`src/rtl/bcd_mmss_counter.sv`:
```
// BCD minutes:seconds counter (00:00 .. MIN_MAX:59) for the StopWatch datapath.
// Tick-enabled up/down counting, with saturate-or-wrap at the terminal and per-field adjust.
module bcd_mmss_counter #(
  parameter int MIN_MAX = 59,
  parameter bit WRAP    = 1'b0
) (
  input  logic       clk,
  input  logic       rst,
  input  logic       tick,
  input  logic       pause,
  input  logic       down,
  input  logic       adj,
  input  logic       sel,
  input  logic       adj_tick,
  output logic [3:0] led_0,
  output logic [3:0] led_1,
  output logic [3:0] led_2,
  output logic [3:0] led_3,
  output logic       at_limit,
  output logic       rollover
);

  localparam logic [3:0] MAX_H = 4'(MIN_MAX / 10);
  localparam logic [3:0] MAX_L = 4'(MIN_MAX % 10);

  logic [3:0] sec_l, sec_h, min_l, min_h;
  logic       sec_is_max, min_is_max, sec_is_zero, min_is_zero;
  logic       at_up, at_dn;

  assign sec_is_max  = (sec_h == 4'd5) && (sec_l == 4'd9);
  assign min_is_max  = (min_h == MAX_H) && (min_l == MAX_L);
  assign sec_is_zero = (sec_h == 4'd0) && (sec_l == 4'd0);
  assign min_is_zero = (min_h == 4'd0) && (min_l == 4'd0);
  assign at_up       = min_is_max && sec_is_max;
  assign at_dn       = min_is_zero && sec_is_zero;

  assign at_limit = down ? at_dn : at_up;
  assign led_0    = sec_l;
  assign led_1    = sec_h;
  assign led_2    = min_l;
  assign led_3    = min_h;

  always_ff @(posedge clk) begin
    if (rst) begin
      sec_l    <= 4'd0;
      sec_h    <= 4'd0;
      min_l    <= 4'd0;
      min_h    <= 4'd0;
      rollover <= 1'b0;
    end else begin
      rollover <= 1'b0;
      if (!pause) begin
        if (adj) begin
          // Adjust steps one field only; it never carries across fields or pulses rollover.
          if (adj_tick && !sel) begin
            if (sec_is_max) begin
              sec_l <= 4'd0;
              sec_h <= 4'd0;
            end else if (sec_l != 4'd9) begin
              sec_l <= sec_l + 4'd1;
            end else begin
              sec_l <= 4'd0;
              sec_h <= sec_h + 4'd1;
            end
          end else if (adj_tick && sel) begin
            if (min_is_max) begin
              min_l <= 4'd0;
              min_h <= 4'd0;
            end else if (min_l != 4'd9) begin
              min_l <= min_l + 4'd1;
            end else begin
              min_l <= 4'd0;
              min_h <= min_h + 4'd1;
            end
          end
        end else if (tick && !down) begin
          if (at_up) begin
            if (WRAP) begin
              sec_l    <= 4'd0;
              sec_h    <= 4'd0;
              min_l    <= 4'd0;
              min_h    <= 4'd0;
              rollover <= 1'b1;
            end
          end else if (sec_l != 4'd9) begin
            sec_l <= sec_l + 4'd1;
          end else begin
            sec_l <= 4'd0;
            if (sec_h != 4'd5) begin
              sec_h <= sec_h + 4'd1;
            end else begin
              sec_h <= 4'd0;
              if (min_l != 4'd9) begin
                min_l <= min_l + 4'd1;
              end else begin
                min_l <= 4'd0;
                min_h <= min_h + 4'd1;
              end
            end
          end
        end else if (tick && down) begin
          if (at_dn) begin
            if (WRAP) begin
              sec_l    <= 4'd9;
              sec_h    <= 4'd5;
              min_l    <= MAX_L;
              min_h    <= MAX_H;
              rollover <= 1'b1;
            end
          end else if (sec_l != 4'd0) begin
            sec_l <= sec_l - 4'd1;
          end else begin
            sec_l <= 4'd9;
            if (sec_h != 4'd0) begin
              sec_h <= sec_h - 4'd1;
            end else begin
              sec_h <= 4'd5;
              if (min_l != 4'd0) begin
                min_l <= min_l - 4'd1;
              end else begin
                min_l <= 4'd9;
                min_h <= min_h - 4'd1;
              end
            end
          end
        end
      end
    end
  end

endmodule

```
`config.mk`:
```
export PLATFORM = sky130hd
export DESIGN_NAME = bcd_mmss_counter
export DESIGN_NICKNAME = d
export VERILOG_FILES = /design/src/rtl/bcd_mmss_counter.sv
export SDC_FILE = /design/constraint.sdc
export NUM_CORES = 1
export LEC_CHECK = 0
export ABC_CLOCK_PERIOD_IN_PS = 2300
export CAP_MARGIN = 25
export CORE_MARGIN = 8
export CORE_UTILIZATION = 44
export CTS_BUF_LIST = sky130_fd_sc_hd__clkbuf_8
export DETAILED_ROUTE_END_ITERATION = 7
export PLACE_DENSITY = 0.68
export SLEW_MARGIN = 10
export SYNTH_ARGS = -nofsm -noshare
export SYNTH_HDL_FRONTEND = slang
export SYNTH_SLANG_ARGS = --single-unit
```
`constraint.sdc`:
```
create_clock -name clk -period 2.3 [get_ports clk]
set_input_delay 0.46 -clock clk [delete_from_list [all_inputs] [get_ports clk]]
set_output_delay 0.46 -clock clk [all_outputs]
set_load 0.02 [all_outputs]
```
==> reports/metrics.yaml <==
power:
  power_density_nw_per_um2: 402.6
  finalPower_mw: 0.9229
  p_leak_nw: 0.8839
  ir_drop_mv: 0.3914
global_route:
  grt-ovfl-total: 0
  groute.usage.overall_pct: 15.92
  antenna_found_initial: 0
  grt_pass1_vias: 1808
  grt_max_degree: 18
  grt_pass1_wl_microns: 8107
clock_network:
  clock_tree.root_cell: "clkbuf_8"
  clock_latency_ps: 250
  cts.path.max_buffers: 2
  cts_max_level: 1
  clk_pin_slew_ps: 70
  cts_tree: "done"
  cts_sinks: 16
  ctsHoldBuffers: 0
  cts_buffers: 3
critical_path:
  crit_fanout: 3
  worstPathRequired_ps: 1840
  arrival_ps: 1790
  crit_path_start_kind: "flip-flop"
  crit_type: "reg2out"
  r2r_setup_slack_ps: 180
  cp-end-kind: "output pin"
  r2r-end: "led_3[2]"
  ff2ff_path_depth: 9
  r2r_start: "led_1[0]"
logic_synthesis:
  yosysMostFrequentCell: "a21oi_1"
  synth_largest_area_cell: "dfxtp_1"
  synth.area.top_cells: "dfxtp_1 (20%), a21oi_1 (5.9%), ha_1 (4.7%), a31oi_1 (3.5%), mux2i_1 (3.1%)"
  synth_cells: 205
  ys_seq_area_share_pct: 19.92
  synthMuxAreaShare_pct: 3.113
  netlist.area_leader.share_pct: 19.92
  synth-xor-area-share_pct: 2.179
  synth_edf_count: 0
  synth_compound_area_share_pct: 32.14
  synthTopCellsByCount: "a21oi_1 (19), dfxtp_1 (16), nor2_1 (13)"
  async_flop_share_pct: 0
  synth_cell_types: 62
  synth_nets: 219
  yosys.area_share.simple_pct: 30.43
  synthesis.area_sq_um: 1608
  yosys_warnings: 0
  synth-adder-area-share_pct: 4.669
  ys_ff_latch: 16
  synth_top_family_by_area: "compound AO/OA/AOI/OAI gates"
  yosys_most_used_dff: "dfxtp_1"
  synth.avg_cell_area_sq_um: 7.843
die:
  fp.dieH_microns: 76.45
  coreArea_sq_um: 3578
  rows: 22
  initial_core_util_pct: 44.93
  ios: 26
  dieWidth_microns: 76.45
  dieArea_sq_um: 5845
route:
  via_per_inst: 5.732
  dr.pass1.iters: 4
  ant_nets: 0
  first_iter_violations: 113
  drt-wirelength-per-cell_microns: 14.84
  routed_wl_microns: 4703
  route.vias.total: 1817
  drc_errors: 0
placement:
  gp_congestion: 0.9077
  io_buffers: 24
  placedInstanceArea_sq_um: 2251
  post-dp-hpwl_microns: 3622
min_path:
  hold_path_end: "led_3[1]"
  min_path_type: "reg2reg"
  holdPathStages: 3
  holdCritStartpoint: "led_3[1]"
final_layout:
  area_growth_pct: 42.57
  final_area_sq_um: 2292
  nFillCells: 328
  drive_gt1_share_pct: 26.77
  nNetsFinal: 285
  num_antenna_cells: 0
sta:
  setup_viol: 0
  fin_crit_sh_pct: 97.95
  period_minus_slack_ps: 2253
  fmax_ghz: 0.4439
  maxSlewViolCount: 0
  rsz0062_at_grt: "no"
  fin_worst_skew_ps: 5.409
  hold_violations: 0
outcome:
  outcome: "finished, final reports clean"
run:
  drv_cap: 0
## final cells by class
cell class / count / area, sq um / area share [%]
clock buffer: 3 / 41.29 / 1.801
inverter: 6 / 22.52 / 0.9825
multi-input combinational: 165 / 1172 / 51.15
sequential: 16 / 320.3 / 13.97
tap: 48 / 60.06 / 2.620
timing repair buffer: 79 / 675.6 / 29.48
## state kept, by name, indices dropped and copies added (netlist names)
signal  cells
led_0       4
led_1       4
led_2       4
led_3       4
## timing repair
item | 4_1_cts | 5_1_grt
setup buffers | 0 | 0
setup endpoints to repair | 1 | 1
endpoints found under the hold margin | 0 | 0
gates resized for setup | 5 | 2
## per-stage QoR
stage	TNS (ps)	worst slack [ps]	util, %	std cells	hold slack (ps)
after detailed placement	-430.9	-177.4	62.90	314	609.7
after global routing	0	9.345	64.06	317	675.2
after floorplan	0	36.93	-	205	596.1
after global placement	-415.8	-153.0	62.90	314	602.1
final	0	47.11	64.06	317	628.2
after CTS	0	6.928	63.99	317	623.6
## routing by layer
metal	up-vias	part of all wire (%)	GRT usage (%)
met5	-	0	0
met4	0	0.62	3.654
met3	2	3.3	3.538
met2	33	50	28.79
met1	868	46	18.38
li1	914	-	-
## kinds of logic (layout without fill, tap and decap cells)
group,Yosys count,count (layout)
AO/OA/AOI/OAI,72,72
flip-flops,16,16
other,1,1
AND/OR/NAND/NOR,77,77
buffers and inverters,24,88
XOR/XNOR,4,4
multiplexers,5,5
adder cells (fa/ha/maj),6,6
## cells in the final DEF (no fill, tap or decap), types with 3 or more instances in the layout
cell / instances
a21oi_1: 19
a221oi_1: 3
a31oi_1: 9
buf_4: 54
clkbuf_8: 3
clkdlybuf4s50_1: 23
dfxtp_1: 16
ha_1: 5
inv_1: 5
mux2i_1: 5
nand2_1: 12
nand2b_1: 6
nand3_1: 6
nand3b_1: 3
nand4_1: 3
nor2_1: 13
nor3_1: 4
nor4_1: 5
o211ai_1: 4
o21ai_0: 9
o21ai_1: 3
o31ai_1: 5
or3_1: 4
or4_1: 3
## critical path, cell delays in order, from the launching register on
cell and delay (ps):
dfxtp_1 360, ha_2 200, nand3b_4 90, or4_4 540
mux2i_1 180, buf_4 170
## power by group
group          switching, mW  internal, mW  leakage (nW)  total [mW]
Sequential            0.0102         0.289         0.130       0.300
Clock                  0.100         0.116        0.0216       0.217
Combinational          0.211         0.196         0.733       0.407
## worst max-delay path by stage
stage / from / endpoint / cells past startpoint
after global placement: led_1[1] / at_limit / 6
after global routing: led_1[0] / at_limit / 5
after floorplan: led_1[0] / at_limit / 4
final: led_1[0] / at_limit / 5
after detailed placement: led_1[1] / at_limit / 6
after CTS: led_1[1] / at_limit / 6
Note: power is estimated with default switching activity, not from simulation.
